===== src/rtl/cmd_cfg_pkg.sv =====
// Shared types and constants for the logic-analyser command/config unit.
// Holds the FSM states, opcodes, register map, response codes and reset values.
package cmd_cfg_pkg;

    typedef enum logic [2:0] {
        IDLE,
        RESP_WAIT,
        DUMP_ADDR,
        DUMP_RD,
        DUMP_SEND
    } state_t;

    localparam logic [1:0] OP_RD   = 2'b00;
    localparam logic [1:0] OP_WR   = 2'b01;
    localparam logic [1:0] OP_DUMP = 2'b10;
    localparam logic [1:0] OP_BAD  = 2'b11;

    localparam logic [4:0] A_TRIG = 5'h00;
    localparam logic [4:0] A_CH1  = 5'h01;
    localparam logic [4:0] A_CH5  = 5'h05;
    localparam logic [4:0] A_DEC  = 5'h06;
    localparam logic [4:0] A_VIH  = 5'h07;
    localparam logic [4:0] A_VIL  = 5'h08;
    localparam logic [4:0] A_MTH  = 5'h09;
    localparam logic [4:0] A_MTL  = 5'h0A;
    localparam logic [4:0] A_MSH  = 5'h0B;
    localparam logic [4:0] A_MSL  = 5'h0C;
    localparam logic [4:0] A_BDH  = 5'h0D;
    localparam logic [4:0] A_BDL  = 5'h0E;
    localparam logic [4:0] A_TPH  = 5'h0F;
    localparam logic [4:0] A_TPL  = 5'h10;
    localparam logic [4:0] A_CH6  = 5'h11;
    localparam logic [4:0] A_CH8  = 5'h13;

    localparam logic [7:0] ACK = 8'hA5;
    localparam logic [7:0] NAK = 8'hEE;

    localparam logic [5:0] TRIG_RST = 6'h03;
    localparam logic [4:0] CH_RST   = 5'h01;
    localparam logic [7:0] VIH_RST  = 8'hAA;
    localparam logic [7:0] VIL_RST  = 8'h55;
    localparam logic [7:0] BDH_RST  = 8'h06;
    localparam logic [7:0] BDL_RST  = 8'hC8;
    localparam logic [7:0] TPL_RST  = 8'h01;

    // Channel number (1..8) for a channel-config address, 0 for anything else.
    function automatic logic [3:0] ch_of_addr(input logic [4:0] a);
        if (a >= A_CH1 && a <= A_CH5) return a[3:0];
        if (a >= A_CH6 && a <= A_CH8) return 4'(a - 5'd11);
        return 4'd0;
    endfunction

endpackage


===== src/rtl/cfg_regfile.sv =====
// Configuration register file: register flops, write decode, read mux and
// address-valid flag for NUM_CH channels.
module cfg_regfile
    import cmd_cfg_pkg::*;
#(
    parameter int NUM_CH = 5,
    parameter int LOG2   = 9
) (
    input  logic                  clk,
    input  logic                  rst,
    input  logic                  we,
    input  logic [4:0]            addr,
    input  logic [7:0]            wdata,
    input  logic                  set_capture_done,
    output logic [7:0]            rd_data,
    output logic                  addr_ok,
    output logic [5:0]            TrigCfg,
    output logic [NUM_CH*5-1:0]   ch_trig_cfg,
    output logic [3:0]            decimator,
    output logic [7:0]            VIH,
    output logic [7:0]            VIL,
    output logic [7:0]            matchH,
    output logic [7:0]            matchL,
    output logic [7:0]            maskH,
    output logic [7:0]            maskL,
    output logic [7:0]            baud_cntH,
    output logic [7:0]            baud_cntL,
    output logic [LOG2-1:0]       trig_pos
);

    localparam int HW = LOG2 - 8;

    logic [NUM_CH-1:0][4:0] ch_cfg;
    logic [HW-1:0]          trig_posH;
    logic [7:0]             trig_posL;
    logic [3:0]             ch;

    assign ch          = ch_of_addr(addr);
    assign ch_trig_cfg = ch_cfg;
    assign trig_pos    = {trig_posH, trig_posL};
    assign addr_ok     = (ch != 4'd0) ? (int'(ch) <= NUM_CH) : (addr <= A_TPL);

    always_ff @(posedge clk or posedge rst) begin
        if (rst) begin
            TrigCfg   <= TRIG_RST;
            ch_cfg    <= {NUM_CH{CH_RST}};
            decimator <= 4'h0;
            VIH       <= VIH_RST;
            VIL       <= VIL_RST;
            matchH    <= 8'h00;
            matchL    <= 8'h00;
            maskH     <= 8'h00;
            maskL     <= 8'h00;
            baud_cntH <= BDH_RST;
            baud_cntL <= BDL_RST;
            trig_posH <= '0;
            trig_posL <= TPL_RST;
        end else begin
            // The later write assignment overrides the capture-done flag.
            if (set_capture_done) TrigCfg[4] <= 1'b1;
            if (we) begin
                case (addr)
                    A_TRIG: TrigCfg   <= wdata[5:0];
                    A_DEC:  decimator <= wdata[3:0];
                    A_VIH:  VIH       <= wdata;
                    A_VIL:  VIL       <= wdata;
                    A_MTH:  matchH    <= wdata;
                    A_MTL:  matchL    <= wdata;
                    A_MSH:  maskH     <= wdata;
                    A_MSL:  maskL     <= wdata;
                    A_BDH:  baud_cntH <= wdata;
                    A_BDL:  baud_cntL <= wdata;
                    A_TPH:  trig_posH <= wdata[HW-1:0];
                    A_TPL:  trig_posL <= wdata;
                    default: ;
                endcase
                for (int i = 0; i < NUM_CH; i++)
                    if (ch == 4'(i + 1)) ch_cfg[i] <= wdata[4:0];
            end
        end
    end

    always_comb begin
        rd_data = 8'h00;
        case (addr)
            A_TRIG: rd_data = {2'b00, TrigCfg};
            A_DEC:  rd_data = {4'h0, decimator};
            A_VIH:  rd_data = VIH;
            A_VIL:  rd_data = VIL;
            A_MTH:  rd_data = matchH;
            A_MTL:  rd_data = matchL;
            A_MSH:  rd_data = maskH;
            A_MSL:  rd_data = maskL;
            A_BDH:  rd_data = baud_cntH;
            A_BDL:  rd_data = baud_cntL;
            A_TPH:  rd_data = 8'(trig_posH);
            A_TPL:  rd_data = trig_posL;
            default:
                for (int i = 0; i < NUM_CH; i++)
                    if (ch == 4'(i + 1)) rd_data = {3'b000, ch_cfg[i]};
        endcase
    end

endmodule


===== src/rtl/cmd_cfg_mc.sv =====
// Command/config unit top: host command FSM, channel dump sequencer and
// response register around the configuration register file.
module cmd_cfg_mc
    import cmd_cfg_pkg::*;
#(
    parameter int NUM_CH  = 5,
    parameter int ENTRIES = 384,
    parameter int LOG2    = 9
) (
    input  logic                  clk,
    input  logic                  rst,
    input  logic [15:0]           cmd,
    input  logic                  cmd_rdy,
    input  logic                  resp_sent,
    input  logic                  set_capture_done,
    input  logic [LOG2-1:0]       waddr,
    input  logic [NUM_CH*8-1:0]   rdata,
    output logic [7:0]            resp,
    output logic                  send_resp,
    output logic                  clr_cmd_rdy,
    output logic [LOG2-1:0]       raddr,
    output logic                  dump_busy,
    output logic [LOG2-1:0]       trig_pos,
    output logic [3:0]            decimator,
    output logic [7:0]            maskH,
    output logic [7:0]            maskL,
    output logic [7:0]            matchH,
    output logic [7:0]            matchL,
    output logic [7:0]            baud_cntH,
    output logic [7:0]            baud_cntL,
    output logic [5:0]            TrigCfg,
    output logic [NUM_CH*5-1:0]   ch_trig_cfg,
    output logic [7:0]            VIH,
    output logic [7:0]            VIL
);

    localparam logic [LOG2:0]   CNT_END = (LOG2 + 1)'(ENTRIES);
    localparam logic [LOG2-1:0] LAST    = LOG2'(ENTRIES - 1);

    state_t          state;
    logic [LOG2:0]   cnt;
    logic [2:0]      dump_ch;
    logic [1:0]      op;
    logic [4:0]      addr;
    logic [2:0]      dch;
    logic            accept, dump_ok, we, addr_ok;
    logic [7:0]      rd_data, rbyte;

    assign op      = cmd[15:14];
    assign addr    = cmd[12:8];
    assign dch     = cmd[10:8];
    // clr_cmd_rdy high means the host has not yet dropped the finished command.
    assign accept  = (state == IDLE) && cmd_rdy && !clr_cmd_rdy;
    assign dump_ok = (dch != 3'd0) && (int'(dch) <= NUM_CH);
    assign we      = accept && (op == OP_WR) && addr_ok;

    always_comb begin
        rbyte = 8'h00;
        for (int i = 0; i < NUM_CH; i++)
            if (dump_ch == 3'(i + 1)) rbyte = rdata[8*i +: 8];
    end

    cfg_regfile #(.NUM_CH(NUM_CH), .LOG2(LOG2)) u_regs (
        .clk              (clk),
        .rst              (rst),
        .we               (we),
        .addr             (addr),
        .wdata            (cmd[7:0]),
        .set_capture_done (set_capture_done),
        .rd_data          (rd_data),
        .addr_ok          (addr_ok),
        .TrigCfg          (TrigCfg),
        .ch_trig_cfg      (ch_trig_cfg),
        .decimator        (decimator),
        .VIH              (VIH),
        .VIL              (VIL),
        .matchH           (matchH),
        .matchL           (matchL),
        .maskH            (maskH),
        .maskL            (maskL),
        .baud_cntH        (baud_cntH),
        .baud_cntL        (baud_cntL),
        .trig_pos         (trig_pos)
    );

    always_ff @(posedge clk or posedge rst) begin
        if (rst) begin
            state       <= IDLE;
            resp        <= 8'h00;
            send_resp   <= 1'b0;
            clr_cmd_rdy <= 1'b0;
            dump_busy   <= 1'b0;
            raddr       <= '0;
            cnt         <= '0;
            dump_ch     <= 3'd0;
        end else begin
            send_resp   <= 1'b0;
            clr_cmd_rdy <= 1'b0;
            case (state)
                IDLE: if (accept) begin
                    if (op == OP_DUMP && dump_ok) begin
                        raddr     <= waddr;
                        dump_busy <= 1'b1;
                        cnt       <= '0;
                        dump_ch   <= dch;
                        state     <= DUMP_ADDR;
                    end else begin
                        send_resp <= 1'b1;
                        state     <= RESP_WAIT;
                        case (op)
                            OP_RD:   resp <= addr_ok ? rd_data : NAK;
                            OP_WR:   resp <= addr_ok ? ACK : NAK;
                            default: resp <= NAK;
                        endcase
                    end
                end
                RESP_WAIT: if (resp_sent) begin
                    clr_cmd_rdy <= 1'b1;
                    state       <= IDLE;
                end
                DUMP_ADDR: state <= DUMP_RD;
                DUMP_RD: begin
                    resp      <= rbyte;
                    send_resp <= 1'b1;
                    cnt       <= cnt + 1'b1;
                    state     <= DUMP_SEND;
                end
                DUMP_SEND: if (resp_sent) begin
                    if (cnt == CNT_END) begin
                        clr_cmd_rdy <= 1'b1;
                        dump_busy   <= 1'b0;
                        state       <= IDLE;
                    end else begin
                        raddr <= (raddr == LAST) ? '0 : raddr + 1'b1;
                        state <= DUMP_ADDR;
                    end
                end
                default: state <= IDLE;
            endcase
        end
    end

endmodule


===== config.mk =====
export PLATFORM = sky130hd
export DESIGN_NAME = cmd_cfg_mc
export DESIGN_NICKNAME = d
export VERILOG_FILES = /design/src/rtl/cmd_cfg_pkg.sv /design/src/rtl/cfg_regfile.sv /design/src/rtl/cmd_cfg_mc.sv
export SDC_FILE = /design/constraint.sdc
export NUM_CORES = 1
export LEC_CHECK = 0
export ABC_AREA = 1
export BUFFER_PORTS_ARGS = -buffer_cell sky130_fd_sc_hd__buf_4
export CAP_MARGIN = 20
export CELL_PAD_IN_SITES_DETAIL_PLACEMENT = 0
export CELL_PAD_IN_SITES_GLOBAL_PLACEMENT = 1
export CORE_ASPECT_RATIO = 1.25
export CORE_MARGIN = 8
export CORE_UTILIZATION = 38
export CTS_BUF_LIST = sky130_fd_sc_hd__clkbuf_16
export DETAILED_ROUTE_END_ITERATION = 8
export PLACE_DENSITY = 0.86
export SETUP_SLACK_MARGIN = 0.5
export SLEW_MARGIN = 0
export SYNTH_ARGS = -nofsm -noshare
export SYNTH_HDL_FRONTEND = slang
export SYNTH_SLANG_ARGS = --single-unit

===== constraint.sdc =====
create_clock -name clk -period 5.48 [get_ports clk]
set_clock_uncertainty 0.1 [all_clocks]
set_input_delay 1.096 -clock clk [delete_from_list [all_inputs] [get_ports clk]]
set_output_delay 1.096 -clock clk [all_outputs]
set_load 0.01 [all_outputs]

==> impl_results.rst, run 1 <==
.. list-table::
   :header-rows: 1

   * - Metric
     - Value
   * - Run status
     - completed
   * - Count of instances resized after the clock tree is built
     - 0
   * - Number of optimization iterations in the first detailed-route pass
     - 5
   * - Deepest level of the CTS H-tree
     - 4
   * - Cell type with the highest occurrence count on the critical path
     - sky130_fd_sc_hd__nand2_4
   * - Power per standard cell area
     - 377 mW/mm²
   * - Initial core utilization
     - 38.5%
   * - Worst Slack Setup Final
     - 2.14 ns
   * - Arrival time worst endpoint
     - 3.57 ns
   * - Port-buffer cells
     - 196
   * - Worst path buffer plus inverter count
     - 4
   * - Worst vdd rail ir drop
     - 0.186 mV
   * - Main area contributors after synthesis
     - sky130_fd_sc_hd__dfrtp_1 41%, sky130_fd_sc_hd__nand2_1 15%, sky130_fd_sc_hd__dfstp_2 7.4%
   * - Portion of synthesized cell area occupied by the leading cell type
     - 41.4%
   * - Netlist cell types
     - 49
   * - Primary flip-flop cell chosen by synthesis mapping
     - sky130_fd_sc_hd__dfrtp_1
   * - Worst Path Max Fanout
     - 16
   * - Worst slew margin relative to its limit
     - 30.7%
   * - Commonest cells post-synth
     - 291 x sky130_fd_sc_hd__nand2_1, 123 x sky130_fd_sc_hd__dfrtp_1, 105 x sky130_fd_sc_hd__o21ai_0, 68 x sky130_fd_sc_hd__inv_1, 61 x sky130_fd_sc_hd__nor2_1
   * - Reg clk slew, reported paths
     - 0.06 ns
   * - Dominant delay contributor by cell family on the critical path
     - simple AND/OR/NAND/NOR gates
   * - Largest net degree at the start of global routing
     - 97
   * - First-iteration detailed-routing DRC count
     - 544
   * - TritonCTS clock tree
     - built
   * - Syn Area/Cell
     - 7.98 µm²
   * - Die outline area
     - 0.0243 mm²
   * - Final max-slew violation count
     - 0
   * - Type of the most critical hold path
     - reg -> reg
   * - Number of storage elements in the synthesis netlist
     - 144
   * - Clock root cell
     - sky130_fd_sc_hd__clkbuf_16
   * - Later-pin clock latency in the skew report
     - 0.43 ns
   * - Critical path startpoint category
     - input port
   * - Element type at the critical path end
     - register
   * - Post-Place Cells
     - 1371
   * - Die height
     - 172 µm
   * - FFs w/ async S/R, synth
     - 100%
   * - Number of buffers inserted by hold repair at cts
     - 0
   * - Overflow left after global routing
     - 0
   * - Critical Path, Cell by Cell
     - buf_4, inv_1, ha_1, inv_1, nand3_1, nand4_2, nand2_4, nor2_4, nand2_1, nand2_4, nand2_4, inv_4, nand2_1, o21ai_0
   * - Number of failing hold endpoints at the final stage
     - 0
   * - Layout Nets
     - 1203
   * - Dominant cell by count in the synthesized netlist
     - sky130_fd_sc_hd__nand2_1
   * - Final HPWL from detailed placement
     - 19.3 mm
   * - Slowest-stage cell, CP
     - sky130_fd_sc_hd__nand2_1
   * - Required time of the worst setup path
     - 5.72 ns
   * - Final critical-path required period
     - 3.34 ns
   * - Number of enable flip-flop cells after synthesis
     - 0
   * - Number of buffers inserted to repair setup after CTS
     - 0
   * - Clock Sink Count
     - 144
   * - Antenna violations before repair
     - 0
   * - Worst-margin pin slew
     - 1.04 ns
   * - Maximum root-to-sink buffer count
     - 2
   * - Wire length of the first global-routing pass
     - 38.9 mm
   * - Final sum of negative setup slack
     - 0 ns
   * - Layout area overhead
     - 30.4%
   * - Overall routing resource usage
     - 20.9%
   * - Via count of the first global-routing pass
     - 7049
   * - Total detailed-routing wirelength
     - 25.3 mm
   * - Setup-violating endpoint count in the final report
     - 0
   * - I/O pins
     - 198
   * - Achievable frequency
     - 300 MHz
   * - Area inside the core boundary
     - 0.0193 mm²
   * - Routed Antenna Nets
     - 0
   * - Horizontal extent of the die
     - 141 µm
   * - Worst Setup Path Type
     - in -> reg
   * - Drc violations
     - 0
   * - Cell area after synthesis
     - 0.00744 mm²
   * - Antenna diodes
     - 0
   * - Total number of yosys warnings
     - 0
   * - Cells after Synth
     - 932
   * - Leakage
     - 4.84 nW
   * - Post-synthesis net count
     - 1009
   * - Synth area leader
     - sky130_fd_sc_hd__dfrtp_1
   * - Non-filler instance count after layout
     - 1404
   * - Sequential share of the synthesized area
     - 48.8%
   * - Layout cell share with drive strength beyond 1
     - 25.9%
   * - Weighted congestion at the end of routability-driven global placement
     - 0.868
   * - Total power of the final layout
     - 3.66 mW
   * - Period utilization
     - 60.9%
   * - Via count
     - 7195
   * - Pre-CTS worst setup slack
     - 1.74 ns
   * - Via-to-Cell Ratio
     - 5.12
   * - Longest individual stage delay on the worst path
     - 0.37 ns
   * - Wire length per cell
     - 18.0 µm
   * - Filler instances
     - 1925
   * - Max-capacitance violation count
     - 0
   * - Number of standard-cell rows in the floorplan
     - 57
   * - Number of buffers inserted during clock tree synthesis
     - 17
   * - Unrepaired setup endpoints after global routing
     - false
worst paths after layout:
check,cells after the start,to,startpoint,slack [ns]
setup / recovery,14,u_regs.VIL[0]$_DFFE_PP1P_,cmd[9],2.14
hold / removal,2,resp[5]$_DFFE_PP0P_,resp[5]$_DFFE_PP0P_,0.38
setup reg to reg,9,raddr[6]$_DFFE_PP0P_,state[0]$_DFFE_PP0P_,2.82
hold reg to reg,2,resp[5]$_DFFE_PP0P_,resp[5]$_DFFE_PP0P_,0.38
max in group asynchronous,3,u_regs.ch_trig_cfg[20]$_DFFE_PP1P_,rst,4.03
min in group asynchronous,2,u_regs.maskL[2]$_DFFE_PP0P_,rst,0.47
layout by cell type (no fill, tap or decap), drive strengths merged, types with 6 or more instances in the layout:
cell type	n
dfstp	21
buf	199
nand3	40
clkbuf	17
a21oi	39
ha	7
nand4	15
nand2	308
clkinv	9
nor4	6
dfrtp	123
a22o	7
nor3	9
nor2	65
a221oi	9
inv	84
o21ai	143
where the power goes:
| part | total [mW] | switching, mW | internal, mW | leakage [nW] |
|---|---|---|---|---|
| sequential | 1.47 | 0.191 | 1.28 | 1.86 |
| combinational | 1.05 | 0.602 | 0.446 | 2.70 |
| clock | 1.15 | 0.505 | 0.641 | 0.285 |
routing by layer:
layer	track usage (%)	routed length, µm
met1	24.5	10300
met2	35.6	12600
met3	4.89	1470
met4	9.88	909
met5	0	0
per-stage QoR:
step	hold WS [ns]	instance area, µm²	utilization [%]
6_report	0.384	9700	50.2
5_1_grt	0.399	9700	50.2
3_5_place_dp	0.366	9110	47.1
4_1_cts	0.382	9680	50.1
3_3_place_gp	0.366	9110	47.1
2_1_floorplan	0.381	7440	-
kinds of logic after synthesis:
family                     synth area share, %
and+or+nand+nor                           26.8
xor gates and xnor gates                 0.706
buffers and inverters                     6.34
AOI/OAI and AO/OA                         16.1
adders and majority gates                 1.18
DFF                                       48.8
sequential cells by signal, summed over array words and instances (netlist names), 4 cells and up:
register and flops:
u_regs.TrigCfg 6, cnt 10, u_regs.VIH 8, resp 8, u_regs.ch_trig_cfg 25, u_regs.decimator 4, u_regs.matchL 8, u_regs.baud_cntL 8
raddr 9, u_regs.maskL 8, u_regs.trig_posL 8, u_regs.maskH 8, u_regs.baud_cntH 8, u_regs.VIL 8, u_regs.matchH 8
worst min-delay path, cell delays in order (launching register included):
cell and delay [ns]:
sky130_fd_sc_hd__dfrtp_1 0.34, sky130_fd_sc_hd__nand2_1 0.05, sky130_fd_sc_hd__nand2_1 0.06
cell type report:
cell class                 count  area, µm²  area share, %
sequential                   144       3630           37.4
multi-input combinational    683       3340           34.4
timing repair buffer         199       1520           15.7
clock buffer                  17        425           4.38
tap                          265        332           3.42
inverter                      81        313           3.22
clock inverter                15        148           1.52
No activity file was read; power rests on OpenSTA's default activity.
==> inputs of run 2 (changes only) <==
ABC_AREA = 0   (was 1)
CORE_UTILIZATION = 40   (was 38)
PLACE_DENSITY = 0.84   (was 0.86)
clock period = 3.5 ns   (was 5.48 ns; I/O delays follow)
==> impl_results.rst, run 2 <==
.. list-table::
   :header-rows: 1

   * - Metric
     - Value
   * - Weighted congestion at the end of routability-driven global placement
     - 0.869
   * - Syn Area/Cell
     - 11.2 µm²
   * - Die outline area
     - 0.0240 mm²
   * - Startpoint of the worst setup timing path
     - cmd[9]
   * - Dominant cell by count in the synthesized netlist
     - sky130_fd_sc_hd__dfrtp_1
   * - Wire length of the first global-routing pass
     - 39.1 mm
   * - Required time of the worst setup path
     - 3.71 ns
   * - Cells after Synth
     - 686
   * - Critical Path, Cell by Cell
     - buf_4, inv_1, ha_1, buf_4, o21bai_1, a2111oi_2, o21ai_4, nand2_2, a21oi_4, buf_12, nand3_2, mux2_2
   * - Worst Path Max Fanout
     - 14
   * - Final HPWL from detailed placement
     - 18.5 mm
   * - Longest individual stage delay on the worst path
     - 0.37 ns
   * - Number of standard-cell rows in the floorplan
     - 56
   * - Endpoint of the worst-slack reg-to-reg timing path
     - u_regs.VIL[7]$_DFFE_PP0P_
   * - TritonCTS clock tree
     - built
   * - Portion of synthesized cell area occupied by the leading cell type
     - 40.0%
   * - Worst slew margin relative to its limit
     - 44.1%
   * - Met3 track demand over resource in global routing
     - 5.52%
   * - Main area contributors after synthesis
     - sky130_fd_sc_hd__dfrtp_1 40%, sky130_fd_sc_hd__mux2_1 11%, sky130_fd_sc_hd__dfstp_2 7.2%
   * - Maximum root-to-sink buffer count
     - 2
   * - Number of enable flip-flop cells after synthesis
     - 0
   * - Met1 routing resource usage after global routing
     - 24.6%
   * - Origin of the critical flop-to-flop path
     - state[0]$_DFFE_PP0P_
   * - Dominant delay contributor by cell family on the critical path
     - compound AO/OA/AOI/OAI gates
   * - Initial core utilization
     - 40.8%
   * - Number of storage elements in the synthesis netlist
     - 144
   * - Type of the most critical hold path
     - in -> async
   * - Power per standard cell area
     - 529 mW/mm²
   * - Largest net degree at the start of global routing
     - 145
   * - I/O pins
     - 198
   * - FF-to-FF setup slack
     - 1.00 ns
   * - Period utilization
     - 81.4%
   * - Largest register FFs
     - 25
   * - Number of buffers inserted during clock tree synthesis
     - 17
   * - Drc violations
     - 0
   * - Achievable frequency
     - 351 MHz
   * - Synth area leader
     - sky130_fd_sc_hd__dfrtp_1
   * - Via-to-Cell Ratio
     - 5.76
   * - Element type at the critical path end
     - register
   * - Overall routing resource usage
     - 21.1%
   * - Total detailed-routing wirelength
     - 25.2 mm
   * - Worst path buffer plus inverter count
     - 4
   * - Wire length per cell
     - 22.3 µm
   * - Later-pin clock latency in the skew report
     - 0.43 ns
   * - Area inside the core boundary
     - 0.0188 mm²
   * - Commonest cells after routing, fill and taps aside
     - 222 x sky130_fd_sc_hd__buf_4, 123 x sky130_fd_sc_hd__dfrtp_1, 72 x sky130_fd_sc_hd__mux2_1
   * - Primary flip-flop cell chosen by synthesis mapping
     - sky130_fd_sc_hd__dfrtp_1
   * - Arrival time worst endpoint
     - 3.06 ns
   * - Worst Setup Path Type
     - in -> reg
   * - Non-filler instance count after layout
     - 1130
   * - First-iteration detailed-routing DRC count
     - 533
   * - FFs w/ async S/R, synth
     - 100%
   * - Antenna violations before repair
     - 0
   * - Layout Nets
     - 962
   * - Layout cell share with drive strength beyond 1
     - 39.0%
   * - Die height
     - 171 µm
   * - Sequential share of the synthesized area
     - 47.2%
   * - Run status
     - completed
   * - Via count of the first global-routing pass
     - 6780
   * - Critical path startpoint category
     - input port
   * - Unrepaired setup endpoints after global routing
     - false
   * - Number of cells traversed by the worst register-to-register path
     - 7
   * - Total number of yosys warnings
     - 0
   * - Final max-slew violation count
     - 0
   * - Final critical-path required period
     - 2.85 ns
   * - Clock root cell
     - sky130_fd_sc_hd__clkbuf_16
   * - Max-capacitance violation count
     - 0
   * - Worst-margin pin slew
     - 0.838 ns
   * - Number of buffers inserted to repair setup after CTS
     - 0
   * - Final sum of negative setup slack
     - 0 ns
   * - Worst vdd rail ir drop
     - 0.287 mV
   * - Gr busiest metal
     - met2
   * - Overflow left after global routing
     - 0
   * - Leading cell type in the layout, fill and taps excluded
     - sky130_fd_sc_hd__buf_4
   * - Number of optimization iterations in the first detailed-route pass
     - 5
   * - Reg clk slew, reported paths
     - 0.06 ns
   * - Cell area after synthesis
     - 0.00769 mm²
   * - Setup-violating endpoint count in the final report
     - 0
   * - Antenna diodes
     - 0
   * - Port-buffer cells
     - 196
   * - Post-synthesis net count
     - 763
   * - Cell type with the highest occurrence count on the critical path
     - sky130_fd_sc_hd__buf_4
   * - Layout area overhead
     - 30.4%
   * - Commonest cells post-synth
     - 123 x sky130_fd_sc_hd__dfrtp_1, 72 x sky130_fd_sc_hd__mux2_1, 45 x sky130_fd_sc_hd__mux2_2
   * - Leakage
     - 4.96 nW
   * - Count of instances resized after the clock tree is built
     - 0
   * - Netlist cell types
     - 84
   * - Post-Place Cells
     - 1098
   * - Routed Antenna Nets
     - 0
   * - Number of failing hold endpoints at the final stage
     - 0
   * - Horizontal extent of the die
     - 140 µm
   * - Clock Sink Count
     - 144
   * - Number of buffers inserted by hold repair at cts
     - 0
   * - Via count
     - 6506
   * - Slowest-stage cell, CP
     - sky130_fd_sc_hd__mux2_2
   * - Deepest level of the CTS H-tree
     - 4
   * - Global-route met2 utilization
     - 36.4%
[run 2: changes by cell type in the layout (fill, tap and decap cells not counted), sizes merged, moves of 8 or more]
cell / before / now
o21ai: 143 / 35
a21oi: 39 / 25
a22oi: 2 / 20
mux2i: 0 / 22
nor2: 65 / 35
nand2: 308 / 44
o31ai: 1 / 9
mux2: 0 / 117
buf: 199 / 224
nor2b: 0 / 10
nand3: 40 / 13
inv: 84 / 24
[run 2: layer usage]
layer / share of wire (%) / wire [µm]
met1: 41 / 10300
met2: 50 / 12500
met3: 7.0 / 1760
met4: 2.7 / 668
met5: 0 / 0
[run 2: layout make-up]
class                      instances  area, µm²
sequential                       144       3630
fill                            1685       8810
clock buffer                      17        425
clock inverter                    15        111
multi-input combinational        480       3800
timing repair buffer             224       1710
inverter                          18       71.3
tap                              232        290
[run 2: logic make-up after synthesis]
family	after synthesis	synth area share [%]
AO/OA/AOI/OAI	161	15.3
adder cells (fa/ha/maj)	7	1.14
XOR/XNOR	5	0.569
AND/OR/NAND/NOR	168	12.3
buffers and inverters	62	3.51
flip-flops	144	47.2
multiplexers	139	20.0
[run 2: worst reg2reg max path: stages, from the launching register on]
cell and delay [ns]:
sky130_fd_sc_hd__dfrtp_1 0.48, sky130_fd_sc_hd__nor4_1 0.31, sky130_fd_sc_hd__buf_4 0.17, sky130_fd_sc_hd__nand3_1 0.24, sky130_fd_sc_hd__a21oi_4 0.22, sky130_fd_sc_hd__buf_12 0.19, sky130_fd_sc_hd__nand3_2 0.29, sky130_fd_sc_hd__mux2_2 0.38
[run 2: worst max-delay path by stage]
stage	to	depth (start not counted)
2_1_floorplan	u_regs.maskH[7]$_DFFE_PP0P_	12
3_3_place_gp	u_regs.VIL[7]$_DFFE_PP0P_	12
3_5_place_dp	u_regs.VIL[7]$_DFFE_PP0P_	12
4_1_cts	u_regs.VIL[7]$_DFFE_PP0P_	11
5_1_grt	u_regs.VIL[7]$_DFFE_PP0P_	11
6_report	u_regs.VIL[7]$_DFFE_PP0P_	12
[run 2: where the power goes]
group          internal [mW]  leakage (nW)  switching [mW]
Combinational          0.699          2.84           0.700
Clock                  0.914         0.267           0.757
Sequential              1.94          1.86           0.296
Total                   3.56          4.96            1.75
[run 2: through the flow]
stage / power, mW / util, % / area [µm²] / hold slack, ns / worst slack, ns
after global placement: 3.66 / 50.4 / 9500 / 0.369 / 0.280
after detailed placement: 3.68 / 50.4 / 9500 / 0.386 / 0.227
after floorplan: 3.00 / - / 7700 / 0.388 / 0.525
after CTS: 5.37 / 53.2 / 10000 / 0.390 / 0.681
final: 5.31 / 53.2 / 10000 / 0.393 / 0.649
after global routing: 5.59 / 53.2 / 10000 / 0.422 / 0.532
